File: src/rtl/bkm68x_mode_ctrl.sv
`default_nettype none
// ============================================================================
//  Module   : bkm68x_mode_ctrl
//  Purpose  : Register-mapped monitor mode controller. A change of the
//             HD/RGB/INT mode bits runs a blank -> apply -> settle -> done
//             sequence. Video output is held off while the sequence runs.
//             A VIDEO_EN-only change takes effect immediately.
//  Options  : define BKM_MODE_IRQ_EN to build the IRQ_EN / IRQ_PEND
//             interrupt logic. Without it irq_req is tied low.
//  Revision : 1.0 - initial release
// ============================================================================
module bkm68x_mode_ctrl #(
  parameter int BLANK_CYCLES  = 200,
  parameter int SETTLE_CYCLES = 2000
) (
  input  logic       clk_20mhz,
  input  logic       reset_x,
  input  logic       wr_stb,
  input  logic       rd_stb,
  input  logic [7:0] addr,
  input  logic [7:0] wdata,
  output logic [7:0] rdata,
  output logic       irq_req,
  input  logic       irq_ack,
  output logic       hd_sd_x,
  output logic       rgb_comp_x,
  output logic       int_ext_x,
  output logic       video_oe_x
);

  // One counter serves both timed states, so size it for the longer one.
  localparam int c_MAX_CYCLES = (BLANK_CYCLES > SETTLE_CYCLES) ? BLANK_CYCLES : SETTLE_CYCLES;
  localparam int c_CNT_W      = (c_MAX_CYCLES > 1) ? $clog2(c_MAX_CYCLES) : 1;

  localparam logic [c_CNT_W-1:0] c_BLANK_LAST  = c_CNT_W'(BLANK_CYCLES - 1);
  localparam logic [c_CNT_W-1:0] c_SETTLE_LAST = c_CNT_W'(SETTLE_CYCLES - 1);
  localparam logic [c_CNT_W-1:0] c_CNT_ONE     = c_CNT_W'(1);

  localparam logic [7:0] c_ADDR_ID     = 8'h00;
  localparam logic [7:0] c_ADDR_MODE   = 8'h01;
  localparam logic [7:0] c_ADDR_STATUS = 8'h02;
  localparam logic [7:0] c_ADDR_IRQ_EN = 8'h03;
  localparam logic [7:0] c_ID_VALUE    = 8'h68;

  localparam logic [2:0] c_ST_IDLE   = 3'd0;
  localparam logic [2:0] c_ST_BLANK  = 3'd1;
  localparam logic [2:0] c_ST_APPLY  = 3'd2;
  localparam logic [2:0] c_ST_SETTLE = 3'd3;
  localparam logic [2:0] c_ST_DONE   = 3'd4;

  logic [2:0]         state_q, state_d;
  logic [c_CNT_W-1:0] cnt_q, cnt_d;
  logic [3:0]         mode_q, mode_d;     // last written MODE value
  logic [2:0]         applied_q, applied_d; // mode currently driven out
  logic [7:0]         rdata_q, rdata_d;

  logic w_busy;
  logic w_wr_mode;
  logic w_wr_status;
  logic w_wr_irq_en;
  logic w_irq_en;
  logic w_irq_pend;
  logic w_unused_bits;

  assign w_busy      = (state_q != c_ST_IDLE);
  assign w_wr_mode   = wr_stb && (addr == c_ADDR_MODE);
  assign w_wr_status = wr_stb && (addr == c_ADDR_STATUS);
  assign w_wr_irq_en = wr_stb && (addr == c_ADDR_IRQ_EN);

  // MODE register next value; a write in any state simply replaces it.
  always_comb begin
    mode_d = mode_q;
    if (w_wr_mode) begin
      mode_d = wdata[3:0];
    end
  end

  // Sequencer: the comparison uses mode_d so a write landing on the
  // decision cycle is not missed.
  always_comb begin
    state_d   = state_q;
    cnt_d     = cnt_q;
    applied_d = applied_q;
    case (state_q)
      c_ST_IDLE: begin
        if (mode_d[2:0] != applied_q) begin
          state_d = c_ST_BLANK;
          cnt_d   = '0;
        end
      end
      c_ST_BLANK: begin
        if (cnt_q == c_BLANK_LAST) begin
          state_d = c_ST_APPLY;
          cnt_d   = '0;
        end else begin
          cnt_d = cnt_q + c_CNT_ONE;
        end
      end
      c_ST_APPLY: begin
        applied_d = mode_d[2:0];
        state_d   = c_ST_SETTLE;
        cnt_d     = '0;
      end
      c_ST_SETTLE: begin
        if (cnt_q == c_SETTLE_LAST) begin
          state_d = c_ST_DONE;
          cnt_d   = '0;
        end else begin
          cnt_d = cnt_q + c_CNT_ONE;
        end
      end
      c_ST_DONE: begin
        cnt_d   = '0;
        state_d = (mode_d[2:0] != applied_q) ? c_ST_BLANK : c_ST_IDLE;
      end
      default: begin
        state_d = c_ST_IDLE;
        cnt_d   = '0;
      end
    endcase
  end

  // Read mux: rdata is captured on rd_stb and held until the next one.
  always_comb begin
    rdata_d = rdata_q;
    if (rd_stb) begin
      case (addr)
        c_ADDR_ID:     rdata_d = c_ID_VALUE;
        c_ADDR_MODE:   rdata_d = {4'b0000, mode_q};
        c_ADDR_STATUS: rdata_d = {6'b000000, w_irq_pend, w_busy};
        c_ADDR_IRQ_EN: rdata_d = {7'b0000000, w_irq_en};
        default:       rdata_d = 8'h00;
      endcase
    end
  end

  // Core state registers.
  always_ff @(posedge clk_20mhz or negedge reset_x) begin
    if (!reset_x) begin
      state_q   <= c_ST_IDLE;
      cnt_q     <= '0;
      mode_q    <= 4'h0;
      applied_q <= 3'b000;
      rdata_q   <= 8'h00;
    end else begin
      state_q   <= state_d;
      cnt_q     <= cnt_d;
      mode_q    <= mode_d;
      applied_q <= applied_d;
      rdata_q   <= rdata_d;
    end
  end

`ifdef BKM_MODE_IRQ_EN
  logic irq_en_q;
  logic irq_pend_q;

  // Interrupt enable and pending flag; a set from DONE beats any clear.
  always_ff @(posedge clk_20mhz or negedge reset_x) begin
    if (!reset_x) begin
      irq_en_q   <= 1'b0;
      irq_pend_q <= 1'b0;
    end else begin
      if (w_wr_irq_en) begin
        irq_en_q <= wdata[0];
      end
      if ((state_q == c_ST_DONE) && irq_en_q) begin
        irq_pend_q <= 1'b1;
      end else if (irq_ack || (w_wr_status && wdata[1])) begin
        irq_pend_q <= 1'b0;
      end
    end
  end

  assign w_irq_en      = irq_en_q;
  assign w_irq_pend    = irq_pend_q;
  assign w_unused_bits = ^wdata[7:4];
`else
  assign w_irq_en      = 1'b0;
  assign w_irq_pend    = 1'b0;
  assign w_unused_bits = ^{wdata[7:4], irq_ack, w_wr_status, w_wr_irq_en};
`endif

  assign rdata      = rdata_q;
  assign irq_req    = w_irq_pend & w_irq_en;
  assign hd_sd_x    = ~applied_q[0];
  assign rgb_comp_x = ~applied_q[1];
  assign int_ext_x  = ~applied_q[2];
  assign video_oe_x = ~(mode_q[3] & ~w_busy);

endmodule
`default_nettype wire

File: config.mk
export PLATFORM = sky130hd
export DESIGN_NAME = bkm68x_mode_ctrl
export DESIGN_NICKNAME = d
export VERILOG_FILES = /design/src/rtl/bkm68x_mode_ctrl.sv
export SDC_FILE = /design/constraint.sdc
export NUM_CORES = 1
export LEC_CHECK = 0
export CAP_MARGIN = 0
export CORE_ASPECT_RATIO = 2
export CORE_MARGIN = 10
export CORE_UTILIZATION = 30
export CTS_CLUSTER_DIAMETER = 80
export DETAILED_ROUTE_END_ITERATION = 8
export HOLD_SLACK_MARGIN = 0.08
export PLACE_DENSITY = 0.57
export SLEW_MARGIN = 20
export SYNTH_ARGS = -nofsm -noshare
export SYNTH_HDL_FRONTEND = slang
export SYNTH_SLANG_ARGS = --single-unit
File: constraint.sdc
create_clock -name clk_20mhz -period 1.7 [get_ports clk_20mhz]
set_input_delay 0.34 -clock clk_20mhz [delete_from_list [all_inputs] [get_ports clk_20mhz]]
set_output_delay 0.34 -clock clk_20mhz [all_outputs]
set_load 0.02 [all_outputs]
After elaboration in Yosys (flattened, before gate mapping)
Cells that the tools add are included.
- register bits: 29
- bits in latches: 0
- bits in writable memories: 0
- memory bits (read-only): 0
- input bits: 21
- output and inout port bits: 13
- logic and storage cells: 41
- memories: 0
- add/subtract/negate cells: 1
- multiply operators: 0
- divide/modulo/power cells: 0
- $lt $le $gt $ge: 0
- equal/unequal tests: 12
- shifts and indexed selects: 0
- multiplexer cells: 11
- bitwise logic cells: 6
- reductions and logical operators: 5
- operators by type and width (operator ; count):
    $mux W11 ; 3
    $pmux W11 S3 ; 1
    $pmux W7 S3 ; 1
    $pmux W3 S5 ; 1
    $mux W3 ; 4
    $add A11 B1 Y11 const B ; 1
    $eq A11 B11 Y1 const B ; 1
    $eq A11 B8 Y1 const B ; 1
    $eq A8 B1 Y1 const B ; 1
    $eq A8 B2 Y1 const B ; 1
    $logic_not A8 Y1 ; 1
    $eq A3 B2 Y1 const B ; 2
    $ne A2 B2 Y1 const B ; 3
    $not A1 Y1 ; 5
    $eq A3 B1 Y1 const B ; 1
    $eq A3 B3 Y1 const B ; 1
    $logic_not A3 Y1 ; 1
    $ne A3 B3 Y1 ; 1
    $reduce_and A3 Y1 ; 1
    $reduce_bool A3 Y1 ; 1
    $and A1 B1 Y1 ; 1
    $logic_and A1 B1 Y1 ; 1
    $mux W1 ; 1

Longest topological paths before layout
- word-level depth: 6
- depth in mapped cells: 6
- depth with buffers taken out: 5

Worst setup path before layout
Ideal clock, no wire load.
- path type: input -> register
- start: input addr[3]
- end: register applied_q[0]
- library setup time: 0.125 ns
- arrival: 2.032 ns
- required time: 1.575 ns
- path slack: -0.457 ns
- cell stages on the path: 5
- path buffers: 1
- cell sequence: or4_4 or4_4 buf_6 mux2_4 mux2_2
- longest elaborated chain between the ends: 3
- RTL lines (item ; line ; RTL):
    from (decl) ; 20 ; input logic [7:0] addr,
    $eq A8 B1 Y1 ; 66 ; assign w_wr_mode = wr_stb && (addr == c_ADDR_MODE);
    $logic_and A1 B1 Y1 ; 66 ;
    $mux W3 ; 73 ; if (w_wr_mode) begin
    net mode_d[0] ; 53 ; logic [3:0] mode_q, mode_d;
    to (signal assigned) ; 149 ; applied_q <= applied_d;
    to (decl) ; 54 ; logic [2:0] applied_q, applied_d;
The timed path passes the listed nets, and every way through them passes these cells.
A chain may end at the register's enable or synchronous reset.

Worst setup path after layout
- start: input addr[4]
- end: register applied_q[0]
The elaborated chain is that of the path after synthesis.

==> run summary <==
STATUS
--------------------------------------------------------------------------------------------------------
Status                                                                                      finished, violations left
Violations in the final reports                                                             setup timing

ROUTING
--------------------------------------------------------------------------------------------------------
Final Routed Wirelength                                                                          4.54 mm
Routed via count divided by cell count                                                              5.49
Remaining number of nets flagged by the antenna check after routing                                    0
Total iterations of the first detailed-routing run                                                     4
Detail-routed net length per standard cell                                                       17.5 µm
Remaining routing DRC violations                                                                       0
DR iter-0 viols                                                                                      129
Total via count after detailed routing                                                             1,428

LAYOUT
--------------------------------------------------------------------------------------------------------
Util after Layout                                                                                  0.441
Fillers                                                                                              482
Share of post-route cells with drive strength above 1                                              0.305
Final #Nets                                                                                          226
Area of all placed cells without fillers                                                        2140 µm²
Synthesis-to-finish area growth                                                                    42.3%
Count of inserted antenna diode cells                                                                  0

PWR
--------------------------------------------------------------------------------------------------------
Maximum VDD drop                                                                                0.333 mV
Static leakage                                                                                  0.903 nW
Power density of the placed cells                                                             530 nW/µm²

YOSYS
--------------------------------------------------------------------------------------------------------
Area share of xor/xnor cells in the synthesized design                                            0.0407
Warnings from Yosys                                                                                    0
Per-instance average area after synthesis                                                       9.98 µm²
Flop and latch count out of synthesis                                                                 26
Largest family of logic cells by synthesized area                                           simple AND/OR/NAND/NOR gates
Number of enable-type register cells in the synthesized netlist                                        0
Post-synthesis mux area share                                                                     0.0980
Seq/Total Area, Yosys                                                                              0.432
Flip-flop cell with the highest count after synthesis                                       sky130_fd_sc_hd__dfrtp_1
Adder-Cell Fraction of Synth Area                                                                0.00831
Simple-gate area share of the yosys netlist                                                        0.202
Fraction of the mapped netlist area in compound gates                                              0.142
Mapped Cells                                                                                         151
Number of different library cells in the post-synthesis netlist                                       43
Cell area after technology mapping                                                              1510 µm²
Share of flip-flops with an asynchronous set or reset                                               1.00

WORST HOLD PATH
--------------------------------------------------------------------------------------------------------
Hold Crit Class                                                                             input pin to asynchronous set/reset pin

CLOCKING
--------------------------------------------------------------------------------------------------------
CTS tree                                                                                           built
Clock Sinks                                                                                           26
CTS max path bufs                                                                                      2
Post-CTS clock slew at the launch and capture registers of the worst setup and hold paths        0.09 ns
Total clock buffers created by CTS                                                                     3
H-tree levels                                                                                          1
Root buffer cell                                                                            sky130_fd_sc_hd__clkbuf_8
Number of hold-repair buffers added at the cts stage                                                   0
Clock latency on the worst-skew pair                                                             0.27 ns

WORST SETUP PATH
--------------------------------------------------------------------------------------------------------
Critical Path Fanout Max                                                                               7
Cell-by-cell trace of the critical path                                                     buf_6, or4_4, or4_4, mux2_4, mux2_4
Kind of cell adding the most delay to the critical path                                     simple AND/OR/NAND/NOR gates
Slowest cell delay on critical path                                                              0.52 ns
Depth of the critical timing path with buffers and inverters included                                  5
Critical setup path kind                                                                    input pin to flip-flop
Path depth of the worst reg2reg path                                                                   4
CP startpoint kind                                                                             input pin
Data arrival time of the worst path                                                              2.06 ns
Number of buffers and inverters on the critical path                                                   1
Highest-delay cell along the critical path                                                  sky130_fd_sc_hd__or4_4
Data required time at the worst endpoint                                                         1.86 ns
CP endpoint kind                                                                               flip-flop

TIMING
--------------------------------------------------------------------------------------------------------
Max Clk Rate                                                                                     527 MHz
Fin. Hold Viols                                                                                        0
Setup Skew                                                                                    0.00548 ns
Slew Viols, Final                                                                                      0
Final Worst Setup Slack                                                                        -0.199 ns
Setup repair after global routing missed its margin                                                 true
Finish-stage setup viols                                                                              17
Final clock period utilization by the worst path                                                    1.12
Tmin final                                                                                       1.90 ns
Hold Worst Slack                                                                                0.434 ns

FLOORPLANNING
--------------------------------------------------------------------------------------------------------
Standard-cell rows                                                                                    36
Core Region                                                                                     4860 µm²
Initial Util                                                                                       0.310
IO Count                                                                                              34
Die span in y                                                                                     120 µm
Floorplan die width                                                                              70.1 µm
Area enclosed by the die boundary                                                               8430 µm²

GLOBAL ROUTE
--------------------------------------------------------------------------------------------------------
Pin count of the biggest net entering global routing                                                  27
Antenna violations before repair                                                                       0
Gr ovfl total                                                                                          0
M3 GR Usage                                                                                       0.0295
Met1 global-route usage                                                                            0.102
Vias in the first global route                                                                     1,559
Wire length of the first global-routing pass                                                     7.40 mm
Global-route total usage across every layer                                                        0.108
Met2 Usage GRT                                                                                     0.199
Highest-utilization routing layer at the global route stage                                         met2

PLACEMENT
--------------------------------------------------------------------------------------------------------
Post-place instance area                                                                        2010 µm²
Post-DP HPWL                                                                                     3.49 mm
Routability congestion estimate                                                                    0.810
I/O Buffers                                                                                           25

FLOW RUN
--------------------------------------------------------------------------------------------------------
Max-cap check violation count                                                                          0

-- area by class of cell --
| cell class | count | area, µm² | area share |
|---|---|---|---|
| timing repair buffer | 53 | 450 | 0.210 |
| clock buffer | 4 | 55.1 | 0.0257 |
| tap | 57 | 71.3 | 0.0333 |
| inverter | 16 | 60.1 | 0.0280 |
| multi-input combinational | 104 | 856 | 0.399 |
| sequential | 26 | 651 | 0.304 |
-- worst paths after layout --
kind                                        start                        to  slack [ns]
setup / recovery                          addr[4]  applied_q[0]$_DFFE_PN0P_       -0.20
hold / removal                            reset_x      cnt_q[7]$_DFFE_PN0P_        0.43
setup reg to reg           state_q[1]$_DFFE_PN0P_    state_q[2]$_DFFE_PN0P_       -0.02
hold reg to reg              cnt_q[0]$_DFFE_PN0P_      cnt_q[0]$_DFFE_PN0P_        0.52
max in group asynchronous                 reset_x      cnt_q[1]$_DFFE_PN0P_        1.01
min in group clk_20mhz       cnt_q[0]$_DFFE_PN0P_      cnt_q[0]$_DFFE_PN0P_        0.52
-- worst reg2reg max path, delay by kind of cell (launching register included) --
| family | cells | cell delay [ns] |
|---|---|---|
| AOI/OAI and AO/OA | 2 | 0.50 |
| DFF | 1 | 0.39 |
| and+or+nand+nor | 2 | 0.77 |
-- repair_timing --
item                                    in CTS  in global routing
pin swaps                                    4                  3
endpoints found under the setup margin      29                 18
buffers inserted                             2                  0
gates cloned                                 1                  0
resized for setup                           33                  2
-- flip-flops by register name (all words and copies together) (netlist names) --
register   flops
cnt_q         11
rdata          5
mode_q         4
applied_q      3
state_q        3
-- routing by layer --
metal / share of wire / vias to the layer above
li1: - / 656
met1: 0.36 / 694
met2: 0.53 / 61
met3: 0.059 / 17
met4: 0.053 / 0
met5: 0 / -
-- per-stage QoR --
stage          setup WS (ns)  TNS, ns  cells  power [mW]
2_1_floorplan         -0.457    -6.31    153       0.678
3_5_place_dp          -0.890   -18.17    253       0.743
6_report              -0.199    -1.99    260        1.14
5_1_grt               -0.218    -2.36    260        1.20
3_3_place_gp          -0.842   -17.34    253       0.741
4_1_cts               -0.179    -1.81    260        1.15
-- layout by cell type (no fill, tap or decap), types with 3 or more instances in the layout --
master                            netlist  routed
sky130_fd_sc_hd__nand2b_1               3       3
sky130_fd_sc_hd__conb_1                 1       3
sky130_fd_sc_hd__buf_4                  4      27
sky130_fd_sc_hd__clkdlybuf4s50_1        0      15
sky130_fd_sc_hd__nand3_1               10      10
sky130_fd_sc_hd__dlygate4sd2_1          0       5
sky130_fd_sc_hd__buf_6                  1       3
sky130_fd_sc_hd__inv_1                 16      16
sky130_fd_sc_hd__mux2_4                 4       7
sky130_fd_sc_hd__a21oi_1                5       3
sky130_fd_sc_hd__o2111ai_1              4       4
sky130_fd_sc_hd__clkbuf_8               0       4
sky130_fd_sc_hd__xnor2_1                7       7
sky130_fd_sc_hd__or4_4                  2       4
sky130_fd_sc_hd__and3_1                 5       4
sky130_fd_sc_hd__nand4_1                4       4
sky130_fd_sc_hd__dfrtp_1               26      26
sky130_fd_sc_hd__mux2_2                 6       4
sky130_fd_sc_hd__o221ai_2               0       3
sky130_fd_sc_hd__nand2_1                9       9
sky130_fd_sc_hd__o22ai_1                6       6
-- where the power goes --
group / leakage (nW) / switching [mW] / internal, mW
registers: 0.337 / 0.00462 / 0.623
clock network: 0.0288 / 0.201 / 0.207
logic: 0.537 / 0.0466 / 0.0543
-- cell usage after synthesis (all sizes together), types with 5 or more instances --
library cell | n | area [µm²]
nand2 | 9 | 33.8
o22ai | 6 | 37.5
a21oi | 5 | 25.0
nand3 | 10 | 50.1
dfrtp | 26 | 651
mux2 | 10 | 128
xnor2 | 7 | 61.3
buf | 5 | 41.3
and3 | 5 | 31.3
inv | 16 | 60.1
-- cell families (layout without fill, tap and decap cells) --
group / after synthesis / in the layout
AO/OA/AOI/OAI: 30 / 30
multiplexers: 12 / 13
adder cells (fa/ha/maj): 1 / 1
AND/OR/NAND/NOR: 50 / 50
XOR/XNOR: 7 / 7
buffers and inverters: 24 / 73
other: 1 / 3
flip-flops: 26 / 26
Note: power is estimated with default switching activity, not from simulation.
